$ cat src/rtl/ureg_ctrl_pkg.sv
// Shared types and constants for the universal shift register sequencer.
package ureg_ctrl_pkg;

  typedef enum logic [1:0] {
    OP_TX = 2'b00,
    OP_RX = 2'b01,
    OP_WR = 2'b10,
    OP_RD = 2'b11
  } op_e;

  localparam logic [1:0] MODE_SISO = 2'b00;
  localparam logic [1:0] MODE_SIPO = 2'b01;
  localparam logic [1:0] MODE_PISO = 2'b10;
  localparam logic [1:0] MODE_PIPO = 2'b11;

  typedef enum logic [2:0] {
    ST_IDLE  = 3'd0,
    ST_LOAD  = 3'd1,
    ST_SHIFT = 3'd2,
    ST_CAPT  = 3'd3,
    ST_RESP  = 3'd4,
    ST_SCRUB = 3'd5
  } state_e;

endpackage

$ cat src/rtl/ureg_bit_counter.sv
// Loadable serial-bit counter; tc_c flags the increment that reaches WIDTH.
module ureg_bit_counter #(
  parameter int unsigned WIDTH = 8
) (
  input  logic                         clk,
  input  logic                         rst,
  input  logic                         load,
  input  logic [$clog2(WIDTH+1)-1:0]   load_val,
  input  logic                         inc,
  output logic                         tc_c
);

  localparam int unsigned CW = $clog2(WIDTH + 1);

  logic [CW-1:0] cnt;

  always_ff @(posedge clk or negedge rst) begin
    if (!rst) begin
      cnt <= '0;
    end else if (load) begin
      cnt <= load_val;
    end else if (inc) begin
      cnt <= cnt + CW'(1);
    end
  end

  assign tc_c = inc && (cnt == CW'(WIDTH - 1));

endmodule

$ cat src/rtl/ureg_seq_ctrl.sv
// Byte-command sequencer for the Hamming-protected universal shift register,
// with idle-time scrubbing of single-bit errors.
module ureg_seq_ctrl
  import ureg_ctrl_pkg::*;
#(
  parameter int unsigned WIDTH    = 8,
  parameter bit          SCRUB_EN = 1'b1,
  parameter int unsigned CNT_W    = 8
) (
  input  logic             clk,
  input  logic             rst,
  input  logic             cmd_valid,
  output logic             cmd_ready,
  input  logic [1:0]       cmd_op,
  input  logic [WIDTH-1:0] cmd_data,
  output logic             rsp_valid,
  input  logic             rsp_ready,
  output logic [WIDTH-1:0] rsp_data,
  output logic             rsp_err,
  output logic             tx_bit,
  output logic             tx_valid,
  input  logic             tx_ready,
  input  logic             rx_bit,
  input  logic             rx_valid,
  output logic             reg_enable,
  output logic [1:0]       reg_mode,
  output logic             reg_load,
  output logic             reg_serial_in,
  output logic [WIDTH-1:0] reg_parallel_in,
  input  logic             reg_serial_out,
  input  logic [WIDTH-1:0] reg_parallel_out,
  input  logic             ecc_single_err,
  input  logic             ecc_double_err,
  output logic             busy,
  output logic [CNT_W-1:0] scrub_cnt
);

  localparam int unsigned CW = $clog2(WIDTH + 1);

  state_e state_q, state_d;
  op_e    op_q;
  logic   accept;
  logic   scrub_pend;
  logic   cnt_inc;
  logic   cnt_tc;
  logic   in_op;

  ureg_bit_counter #(.WIDTH(WIDTH)) u_bit_counter (
    .clk      (clk),
    .rst      (rst),
    .load     (accept),
    .load_val (CW'(0)),
    .inc      (cnt_inc),
    .tc_c     (cnt_tc)
  );

  assign scrub_pend = SCRUB_EN && ecc_single_err;
  assign in_op      = (state_q == ST_LOAD) || (state_q == ST_SHIFT) || (state_q == ST_CAPT);

  always_ff @(posedge clk or negedge rst) begin
    if (!rst) begin
      state_q <= ST_IDLE;
    end else begin
      state_q <= state_d;
    end
  end

  // Next state and per-cycle register drive; every output defaults to idle.
  always_comb begin
    state_d         = state_q;
    cmd_ready       = 1'b0;
    rsp_valid       = 1'b0;
    tx_valid        = 1'b0;
    tx_bit          = 1'b0;
    reg_enable      = 1'b0;
    reg_mode        = MODE_SISO;
    reg_load        = 1'b0;
    reg_serial_in   = 1'b0;
    reg_parallel_in = '0;
    accept          = 1'b0;
    cnt_inc         = 1'b0;
    busy            = (state_q != ST_IDLE);
    unique case (state_q)
      ST_IDLE: begin
        cmd_ready = !scrub_pend;
        if (scrub_pend) begin
          state_d = ST_SCRUB;
        end else if (cmd_valid) begin
          accept = 1'b1;
          unique case (op_e'(cmd_op))
            OP_TX, OP_WR: state_d = ST_LOAD;
            OP_RX:        state_d = ST_SHIFT;
            OP_RD:        state_d = ST_CAPT;
          endcase
        end
      end
      ST_LOAD: begin
        reg_enable      = 1'b1;
        reg_load        = 1'b1;
        reg_parallel_in = rsp_data;
        reg_mode        = (op_q == OP_TX) ? MODE_PISO : MODE_PIPO;
        state_d         = (op_q == OP_TX) ? ST_SHIFT : ST_RESP;
      end
      ST_SHIFT: begin
        if (op_q == OP_TX) begin
          reg_mode   = MODE_PISO;
          tx_valid   = 1'b1;
          tx_bit     = reg_serial_out;
          reg_enable = tx_ready;
          cnt_inc    = tx_ready;
          if (cnt_tc) state_d = ST_RESP;
        end else begin
          reg_mode      = MODE_SIPO;
          reg_serial_in = rx_bit;
          reg_enable    = rx_valid;
          cnt_inc       = rx_valid;
          if (cnt_tc) state_d = ST_CAPT;
        end
      end
      ST_CAPT: begin
        state_d = ST_RESP;
      end
      ST_RESP: begin
        rsp_valid = 1'b1;
        if (rsp_ready) state_d = ST_IDLE;
      end
      ST_SCRUB: begin
        reg_mode        = MODE_PIPO;
        reg_load        = 1'b1;
        reg_enable      = 1'b1;
        reg_parallel_in = reg_parallel_out;
        state_d         = ST_IDLE;
      end
      default: state_d = ST_IDLE;
    endcase
  end

  // rsp_data doubles as the latched command data until CAPT replaces it.
  always_ff @(posedge clk or negedge rst) begin
    if (!rst) begin
      op_q     <= OP_TX;
      rsp_data <= '0;
      rsp_err  <= 1'b0;
    end else begin
      if (accept) begin
        op_q     <= op_e'(cmd_op);
        rsp_data <= cmd_data;
        rsp_err  <= 1'b0;
      end else begin
        if (state_q == ST_CAPT) rsp_data <= reg_parallel_out;
        if (in_op && ecc_double_err) rsp_err <= 1'b1;
      end
    end
  end

  always_ff @(posedge clk or negedge rst) begin
    if (!rst) begin
      scrub_cnt <= '0;
    end else if ((state_q == ST_SCRUB) && (scrub_cnt != {CNT_W{1'b1}})) begin
      scrub_cnt <= scrub_cnt + CNT_W'(1);
    end
  end

endmodule

$ cat config.mk
export PLATFORM = sky130hd
export DESIGN_NAME = ureg_seq_ctrl
export DESIGN_NICKNAME = d
export VERILOG_FILES = /design/src/rtl/ureg_ctrl_pkg.sv /design/src/rtl/ureg_bit_counter.sv /design/src/rtl/ureg_seq_ctrl.sv
export SDC_FILE = /design/constraint.sdc
export NUM_CORES = 1
export LEC_CHECK = 0
export BUFFER_PORTS_ARGS = -buffer_cell sky130_fd_sc_hd__clkbuf_2
export CORE_MARGIN = 1.5
export CORE_UTILIZATION = 47
export DETAILED_ROUTE_END_ITERATION = 16
export GPL_ROUTABILITY_DRIVEN = 0
export PLACE_DENSITY = 0.89
export REMOVE_ABC_BUFFERS = 1
export SLEW_MARGIN = 0
export SYNTH_ARGS = -nofsm -noshare
export SYNTH_HDL_FRONTEND = slang
export SYNTH_SLANG_ARGS = --single-unit
$ cat constraint.sdc
create_clock -name clk -period 1.9 [get_ports clk]
set_input_delay 0.095 -clock clk [delete_from_list [all_inputs] [get_ports clk]]
set_output_delay 0.095 -clock clk [all_outputs]
set_load 0.02 [all_outputs]
==> impl_metrics.prom, run 1 <==
# TYPE chip_impl_metric gauge
chip_impl_metric{name="finalHoldWorstSlack",unit="ns"} -0.00463
chip_impl_info{name="worstSetupEndpointType",value="primary output"} 1
chip_impl_metric{name="multi_input_comb_area",unit="um2"} 779
chip_impl_metric{name="tritoncts.num_buffers",unit=""} 3
chip_impl_info{name="mostFrequentLayoutCell",value="sky130_fd_sc_hd__clkbuf_2"} 1
chip_impl_metric{name="finalSetupViolCount",unit=""} 0
chip_impl_metric{name="max-vdd-ir-drop",unit="mV"} 0.616
chip_impl_metric{name="floorplan.io_pins",unit=""} 63
chip_impl_metric{name="number_of_cell_rows",unit=""} 20
chip_impl_metric{name="drc",unit=""} 0
chip_impl_metric{name="first_pass_grt_wire_length",unit="um"} 5450
chip_impl_metric{name="ctsHtreeMaxLevel",unit=""} 1
chip_impl_metric{name="vias",unit=""} 1389
chip_impl_metric{name="synth.ff_latch_count",unit=""} 26
chip_impl_metric{name="tns",unit="ns"} 0
chip_impl_metric{name="pwr-share-comb",unit=""} 0.569
chip_impl_info{name="critical_path.reg2reg.startpoint",value="op_q[1]$_DFFE_PN0P_"} 1
chip_impl_metric{name="hpwl",unit="um"} 2690
chip_impl_metric{name="design.die.area",unit="mm2"} 0.00350
chip_impl_metric{name="regToRegSetupSlack",unit="ns"} 0.21
chip_impl_metric{name="start_util",unit=""} 0.490
chip_impl_metric{name="power.static_leakage",unit="nW"} 1.01
chip_impl_info{name="cts_root_buffer",value="sky130_fd_sc_hd__clkbuf_4"} 1
chip_impl_metric{name="ff2ff_path_depth",unit=""} 4
chip_impl_metric{name="post-route-util",unit=""} 0.630
chip_impl_metric{name="fill_cells",unit=""} 258
chip_impl_metric{name="regArea",unit="um2"} 651
chip_impl_metric{name="detailedRoute.firstIterationViolations",unit=""} 62
chip_impl_metric{name="numClockSinks",unit=""} 26
chip_impl_metric{name="yosys_warnings",unit=""} 0
chip_impl_metric{name="dr.pass1.iters",unit=""} 4
chip_impl_metric{name="cp.required",unit="ns"} 1.80
chip_impl_metric{name="timing.clock.skew",unit="ns"} 0.00289
chip_impl_metric{name="average_wire_length_per_cell_after_detail_routing",unit="um"} 13.2
chip_impl_metric{name="final_cell_count_no_fill",unit=""} 266
chip_impl_metric{name="switchingPower",unit="mW"} 1.37
chip_impl_metric{name="max_freq",unit="MHz"} 540
chip_impl_metric{name="cts-root-to-sink-buffers",unit=""} 2
chip_impl_metric{name="worst_ep_arrival_time",unit="ns"} 1.76
chip_impl_metric{name="drive_above_1_share",unit=""} 0.365
chip_impl_metric{name="placement.io_buffers",unit=""} 62
chip_impl_metric{name="period_minus_slack",unit="ns"} 1.85
chip_impl_metric{name="core_area",unit="mm2"} 0.00303
chip_impl_info{name="cts_tree",value="yes"} 1
chip_impl_metric{name="post-place-cells",unit=""} 259
chip_impl_metric{name="pwr_density_cell",unit="mW/mm2"} 1480
chip_impl_metric{name="worst_hold_path.num_cells",unit=""} 3
chip_impl_metric{name="pwr-share-seq",unit=""} 0.349
chip_impl_metric{name="grt_remaining_overflow",unit=""} 0
chip_impl_info{name="synth.area.top_cells",value="sky130_fd_sc_hd__dfrtp_1 44%, sky130_fd_sc_hd__mux2i_1 6.7%, sky130_fd_sc_hd__nand2_1 5.6%"} 1
chip_impl_metric{name="area_delta_synth_final",unit="%"} 28.5
chip_impl_metric{name="n_antenna_cell",unit=""} 0
chip_impl_metric{name="grt_antenna_before_repair",unit=""} 0
chip_impl_info{name="crit-reg2reg-capture",value="state_q[2]$_DFFE_PN0P_"} 1
chip_impl_metric{name="clk_transition_reported_paths",unit="ns"} 0.13
chip_impl_info{name="final_cell_mix",value="62 x sky130_fd_sc_hd__clkbuf_2, 26 x sky130_fd_sc_hd__dfrtp_1, 22 x sky130_fd_sc_hd__nand2_1"} 1
chip_impl_metric{name="synth.avg_cell_area",unit="um2"} 9.45
chip_impl_metric{name="ant_nets",unit=""} 0
chip_impl_metric{name="synth_cell_type_count",unit=""} 41
chip_impl_metric{name="worstSkewPairLatency",unit="ns"} 0.31
chip_impl_info{name="synth_area_leader_cell",value="sky130_fd_sc_hd__dfrtp_1"} 1
chip_impl_metric{name="vias_in_the_first_global_route",unit=""} 1258
chip_impl_info{name="status",value="finished with violations"} 1
chip_impl_metric{name="netlist_instances",unit=""} 157
chip_impl_metric{name="report.final.slew_viol_count",unit=""} 0
chip_impl_info{name="hp-start",value="cmd_data[2]"} 1
chip_impl_metric{name="routed_via_density",unit=""} 5.22
chip_impl_metric{name="layout.nets",unit=""} 254
chip_impl_metric{name="synth_top_area_frac",unit=""} 0.438
chip_impl_metric{name="grt_start_max_net_pins",unit=""} 27
chip_impl_metric{name="synthesis.area",unit="mm2"} 0.00148
chip_impl_metric{name="fin_crit_sh",unit=""} 0.976
chip_impl_metric{name="maximum_net_fanout_on_the_critical_path",unit=""} 12
chip_impl_metric{name="switching_share",unit=""} 0.485
chip_impl_metric{name="clock_power_share",unit=""} 0.082
chip_impl_info{name="min_to",value="rsp_data[2]$_DFFE_PN0P_"} 1
chip_impl_metric{name="routed_wl",unit="um"} 3520
chip_impl_metric{name="die_width",unit="um"} 59.2
chip_impl_metric{name="synth-seq-area-share",unit=""} 0.438
chip_impl_info{name="critPathLaunchType",value="register"} 1
chip_impl_info{name="grt_setup_unrepaired",value="no"} 1
chip_impl_info{name="path_class",value="register to primary output"} 1
chip_impl_info{name="hold_class",value="input port to register"} 1
chip_impl_metric{name="hold_violations",unit=""} 1
chip_impl_metric{name="maxCapViolations",unit=""} 0
chip_impl_info{name="violated_checks",value="negative hold slack"} 1
chip_impl_metric{name="tightestPinTransition",unit="ns"} 0.639
chip_impl_metric{name="internal_power",unit="mW"} 1.45
chip_impl_metric{name="timing.max_slew.rel_slack",unit=""} 0.574
chip_impl_metric{name="die_height",unit="um"} 59.2
chip_impl_metric{name="global_route.usage.total",unit=""} 0.206
==> stage by stage <==
| step | instance area, um2 | hold WS, ns | total power, mW | setup slack, ns |
|---|---|---|---|---|
| 5_1_grt | 1910 | 0.0145 | 3.00 | 0.00997 |
| 3_5_place_dp | 1840 | 0.145 | 2.59 | 0.232 |
| 4_1_cts | 1910 | 0.000204 | 2.82 | 0.0683 |
| 3_3_place_gp | 1840 | 0.134 | 2.54 | 0.302 |
| 2_1_floorplan | 1440 | -0.201 | 2.02 | -0.319 |
| 6_report | 1910 | -0.00463 | 2.82 | 0.0465 |
==> power by group through the flow <==
stage / Combinational (mW) / Sequential [mW] / Clock (mW)
2_1_floorplan: 0.877 / 1.15 / 0
4_1_cts: 1.61 / 0.978 / 0.227
5_1_grt: 1.75 / 1.01 / 0.246
6_report: 1.61 / 0.984 / 0.231
3_5_place_dp: 1.60 / 0.991 / 0
3_3_place_gp: 1.56 / 0.976 / 0
==> worst max path at each step <==
stage | start | endpoint | slack [ns] | cells after the start
after global routing | state_q[1]$_DFFE_PN0P_ | reg_mode[0] | 0.01 | 3
final | state_q[1]$_DFFE_PN0P_ | reg_mode[0] | 0.05 | 3
after global placement | op_q[1]$_DFFE_PN0P_ | state_q[2]$_DFFE_PN0P_ | 0.30 | 4
after floorplan | state_q[2]$_DFFE_PN0P_ | op_q[0]$_DFFE_PN0P_ | -0.32 | 3
after CTS | state_q[1]$_DFFE_PN0P_ | reg_mode[0] | 0.07 | 3
after detailed placement | op_q[1]$_DFFE_PN0P_ | state_q[2]$_DFFE_PN0P_ | 0.23 | 4
==> metal layers <==
| metal | part of all wire | GRT usage |
|---|---|---|
| met5 | 0 | 0 |
| met4 | 0.018 | 0.0942 |
| met3 | 0.036 | 0.0109 |
| met2 | 0.51 | 0.353 |
| met1 | 0.43 | 0.265 |
==> synth_stat cells <==
cell type,count
sky130_fd_sc_hd__dfrtp_1,26
sky130_fd_sc_hd__nand2_1,22
sky130_fd_sc_hd__nor2_1,21
sky130_fd_sc_hd__mux2i_1,10
sky130_fd_sc_hd__a22oi_1,8
sky130_fd_sc_hd__xor2_1,6
sky130_fd_sc_hd__nand3_1,5
sky130_fd_sc_hd__buf_2,4
sky130_fd_sc_hd__clkbuf_1,4
sky130_fd_sc_hd__nor3_1,4
sky130_fd_sc_hd__o21ai_1,4
sky130_fd_sc_hd__nor3b_1,3
sky130_fd_sc_hd__xnor2_1,3
sky130_fd_sc_hd__a21oi_1,2
sky130_fd_sc_hd__a21oi_2,2
sky130_fd_sc_hd__and3_1,2
sky130_fd_sc_hd__ha_1,2
sky130_fd_sc_hd__inv_1,2
sky130_fd_sc_hd__mux2_1,2
sky130_fd_sc_hd__nand2b_1,2
sky130_fd_sc_hd__o21ai_0,2
sky130_fd_sc_hd__or3b_4,2
sky130_fd_sc_hd__a211oi_2,1
sky130_fd_sc_hd__a21o_1,1
sky130_fd_sc_hd__a22o_1,1
sky130_fd_sc_hd__and2_1,1
sky130_fd_sc_hd__and2_4,1
sky130_fd_sc_hd__and3b_1,1
sky130_fd_sc_hd__buf_4,1
sky130_fd_sc_hd__inv_2,1
sky130_fd_sc_hd__mux2_2,1
sky130_fd_sc_hd__nand4_1,1
sky130_fd_sc_hd__nor4_2,1
sky130_fd_sc_hd__nor4b_1,1
sky130_fd_sc_hd__o211ai_2,1
sky130_fd_sc_hd__o21bai_1,1
sky130_fd_sc_hd__o31a_1,1
sky130_fd_sc_hd__o32a_1,1
sky130_fd_sc_hd__o32ai_2,1
sky130_fd_sc_hd__or2_0,1
sky130_fd_sc_hd__or3_1,1
==> cell families (layout without fill, tap and decap cells) <==
| family | Yosys count | after routing | share of synthesized area |
|---|---|---|---|
| mux | 13 | 13 | 0.0902 |
| fa+ha+maj | 2 | 2 | 0.0169 |
| xor+xnor | 9 | 9 | 0.0531 |
| buf+inv | 12 | 77 | 0.0363 |
| simple gates | 69 | 69 | 0.229 |
| compound gates | 26 | 26 | 0.136 |
| flops | 26 | 26 | 0.438 |
==> layout make-up <==
type | instances | share of cell area
multi-input combinational | 119 | 0.409
sequential | 26 | 0.341
timing repair buffer | 71 | 0.203
tap | 44 | 0.0289
clock buffer | 3 | 0.0118
inverter | 3 | 0.00591
==> registers in the layout, indices dropped and copies added (netlist names) <==
name and count:
rsp_err 1, u_bit_counter.cnt 4, scrub_cnt 8, op_q 2, state_q 3, rsp_data 8
==> critical path: stages, from the launching register on <==
cell,delay (ns)
sky130_fd_sc_hd__dfrtp_1,0.57
sky130_fd_sc_hd__or3b_4,0.48
sky130_fd_sc_hd__o21ai_1,0.20
sky130_fd_sc_hd__clkbuf_2,0.20
==> timing repair <==
item                                   4_1_cts  5_1_grt
resized for setup                            0        0
endpoints found under the hold margin       29        0
hold buffers                                 4        0
setup buffers                                0        0
Power figures use the tool's default switching activity.
==> run 2, diff against run 1 <==
--- a/config.mk
+++ b/config.mk
@@ -6,10 +6,12 @@
 export NUM_CORES = 1
 export LEC_CHECK = 0
 export BUFFER_PORTS_ARGS = -buffer_cell sky130_fd_sc_hd__clkbuf_2
-export CORE_MARGIN = 1.5
+export CORE_ASPECT_RATIO = 0.75
+export CORE_MARGIN = 5
 export CORE_UTILIZATION = 47
 export DETAILED_ROUTE_END_ITERATION = 16
 export GPL_ROUTABILITY_DRIVEN = 0
+export HOLD_SLACK_MARGIN = 0.06
 export PLACE_DENSITY = 0.89
 export REMOVE_ABC_BUFFERS = 1
 export SLEW_MARGIN = 0
==> impl_metrics.prom, run 2 (synthesis gave the netlist of run 1 again) <==
# TYPE chip_impl_metric gauge
chip_impl_metric{name="worstSkewPairLatency",unit="ns"} 0.27
chip_impl_metric{name="maxCapViolations",unit=""} 0
chip_impl_info{name="path_class",value="register to primary output"} 1
chip_impl_metric{name="global_route.usage.total",unit=""} 0.199
chip_impl_metric{name="tritoncts.num_buffers",unit=""} 3
chip_impl_metric{name="cts-root-to-sink-buffers",unit=""} 2
chip_impl_info{name="busiest_layer",value="met2"} 1
chip_impl_metric{name="pwr-share-comb",unit=""} 0.554
chip_impl_metric{name="number_of_cell_rows",unit=""} 17
chip_impl_metric{name="grt_remaining_overflow",unit=""} 0
chip_impl_metric{name="average_wire_length_per_cell_after_detail_routing",unit="um"} 15.6
chip_impl_metric{name="timing.max_slew.rel_slack",unit=""} 0.567
chip_impl_info{name="critical_path.reg2reg.startpoint",value="op_q[1]$_DFFE_PN0P_"} 1
chip_impl_metric{name="numClockSinks",unit=""} 26
chip_impl_metric{name="floorplan.io_pins",unit=""} 63
chip_impl_metric{name="design.die.area",unit="mm2"} 0.00439
chip_impl_info{name="worstSetupEndpointType",value="primary output"} 1
chip_impl_metric{name="routed_via_density",unit=""} 5.42
chip_impl_info{name="final_cell_mix",value="62 x sky130_fd_sc_hd__clkbuf_2, 26 x sky130_fd_sc_hd__dfrtp_1, 22 x sky130_fd_sc_hd__nand2_1"} 1
chip_impl_metric{name="worst_ep_arrival_time",unit="ns"} 1.67
chip_impl_metric{name="maximum_net_fanout_on_the_critical_path",unit=""} 12
chip_impl_metric{name="n_antenna_cell",unit=""} 0
chip_impl_metric{name="post-route-util",unit=""} 0.668
chip_impl_metric{name="timing.clock.skew",unit="ns"} 0.00638
chip_impl_metric{name="grt_antenna_before_repair",unit=""} 0
chip_impl_metric{name="area_delta_synth_final",unit="%"} 34.1
chip_impl_metric{name="vias",unit=""} 1448
chip_impl_metric{name="power.static_leakage",unit="nW"} 1.05
chip_impl_metric{name="tns",unit="ns"} 0
chip_impl_info{name="hold_class",value="input port to register"} 1
chip_impl_metric{name="max_freq",unit="MHz"} 567
chip_impl_metric{name="resize_count_post_cts",unit=""} 0
chip_impl_metric{name="hpwl",unit="um"} 3020
chip_impl_metric{name="clock_power_share",unit=""} 0.104
chip_impl_metric{name="ctsHtreeMaxLevel",unit=""} 1
chip_impl_metric{name="pwr-share-seq",unit=""} 0.343
chip_impl_metric{name="core_area",unit="mm2"} 0.00298
chip_impl_metric{name="detailedRoute.firstIterationViolations",unit=""} 186
chip_impl_metric{name="drc",unit=""} 0
chip_impl_metric{name="ant_nets",unit=""} 0
chip_impl_metric{name="dpl_cell_area",unit="mm2"} 0.00183
chip_impl_metric{name="dr.pass1.iters",unit=""} 4
chip_impl_metric{name="grt_start_max_net_pins",unit=""} 27
chip_impl_metric{name="hold_violations",unit=""} 0
chip_impl_metric{name="report.final.slew_viol_count",unit=""} 0
chip_impl_metric{name="use_met3",unit=""} 0.0358
chip_impl_metric{name="vias_in_the_first_global_route",unit=""} 1413
chip_impl_info{name="cts_root_buffer",value="sky130_fd_sc_hd__clkbuf_8"} 1
chip_impl_metric{name="switchingPower",unit="mW"} 1.40
chip_impl_metric{name="placement.io_buffers",unit=""} 62
chip_impl_metric{name="use_met2",unit=""} 0.311
chip_impl_metric{name="routed_wl",unit="um"} 4170
chip_impl_info{name="status",value="completed"} 1
chip_impl_metric{name="fin_crit_sh",unit=""} 0.929
chip_impl_metric{name="die_width",unit="um"} 74.9
chip_impl_metric{name="fill_cells",unit=""} 229
chip_impl_metric{name="stdcell_area",unit="mm2"} 0.00199
chip_impl_info{name="hp-start",value="cmd_op[1]"} 1
chip_impl_metric{name="cp.required",unit="ns"} 1.80
chip_impl_info{name="crit_start",value="state_q[1]$_DFFE_PN0P_"} 1
chip_impl_metric{name="die_height",unit="um"} 58.7
chip_impl_metric{name="clk_transition_reported_paths",unit="ns"} 0.08
chip_impl_info{name="mostFrequentLayoutCell",value="sky130_fd_sc_hd__clkbuf_2"} 1
chip_impl_metric{name="internal_power",unit="mW"} 1.52
chip_impl_metric{name="switching_share",unit=""} 0.479
chip_impl_metric{name="layout.nets",unit=""} 261
chip_impl_metric{name="pwr_density_cell",unit="mW/mm2"} 1470
chip_impl_info{name="biggestRegsByFlops",value="rsp_data (8), scrub_cnt (8), u_bit_counter.cnt (4)"} 1
chip_impl_metric{name="first_pass_grt_wire_length",unit="um"} 6640
chip_impl_metric{name="groute.layer.met1.usage",unit=""} 0.265
chip_impl_metric{name="drive_above_1_share",unit=""} 0.349
chip_impl_metric{name="max-vdd-ir-drop",unit="mV"} 0.691
chip_impl_info{name="cts_tree",value="yes"} 1
chip_impl_metric{name="finalSetupViolCount",unit=""} 0
chip_impl_info{name="grt_setup_unrepaired",value="no"} 1
chip_impl_metric{name="period_minus_slack",unit="ns"} 1.76
chip_impl_metric{name="tightestPinTransition",unit="ns"} 0.649
chip_impl_info{name="critPathLaunchType",value="register"} 1
chip_impl_metric{name="start_util",unit=""} 0.498
chip_impl_metric{name="finalHoldWorstSlack",unit="ns"} 0.0660
run 2: area by class of cell:
class                      instances  area, um2  share of cell area
sequential                        26        651               0.327
inverter                           3       11.3             0.00566
clock buffer                       3       41.3              0.0207
multi-input combinational        119        779               0.392
tap                               38       47.5              0.0239
timing repair buffer              78        460               0.231
run 2: path summary, 6_finish.rpt:
check	endpoint	slack, ns	cells after the start
min in group asynchronous	scrub_cnt[7]$_DFFE_PN0P_	0.38	2
max	reg_mode[1]	0.14	3
min reg2reg	rsp_data[7]$_DFFE_PN0P_	0.50	2
max reg2reg	state_q[2]$_DFFE_PN0P_	0.14	4
max in group asynchronous	rsp_data[5]$_DFFE_PN0P_	1.11	2
min	op_q[1]$_DFFE_PN0P_	0.07	2
run 2: critical path: stages, from the launching register on:
cell and delay [ns]:
sky130_fd_sc_hd__dfrtp_1 0.58, sky130_fd_sc_hd__or3b_4 0.48, sky130_fd_sc_hd__o21ai_1 0.15, sky130_fd_sc_hd__clkbuf_2 0.19
run 2: per-stage QoR:
step / worst slack (ns) / std cells / total power [mW]
after global placement: 0.214 / 252 / 2.53
after detailed placement: 0.175 / 252 / 2.59
after global routing: 0.0695 / 267 / 3.12
after CTS: 0.152 / 267 / 2.92
after floorplan: -0.319 / 148 / 2.02
final: 0.135 / 267 / 2.92
run 2: power groups by stage:
stage / Clock, mW / Combinational, mW / Sequential, mW
4_1_cts: 0.308 / 1.62 / 0.994
6_report: 0.303 / 1.62 / 1.00
2_1_floorplan: 0 / 0.877 / 1.15
3_3_place_gp: 0 / 1.54 / 0.991
5_1_grt: 0.329 / 1.75 / 1.04
3_5_place_dp: 0 / 1.59 / 0.999
run 2: what timing repair did:
item | in CTS | in global routing
endpoints found under the hold margin | 33 | 0
endpoints found under the setup margin | 0 | 0
setup buffers | 0 | 0
hold buffers | 12 | 0
run 2: metal layers:
| layer | up-vias | routed length, um |
|---|---|---|
| met5 | - | 0 |
| met4 | 0 | 114 |
| met3 | 12 | 248 |
| met2 | 52 | 2090 |
| met1 | 691 | 1720 |
| li1 | 693 | - |
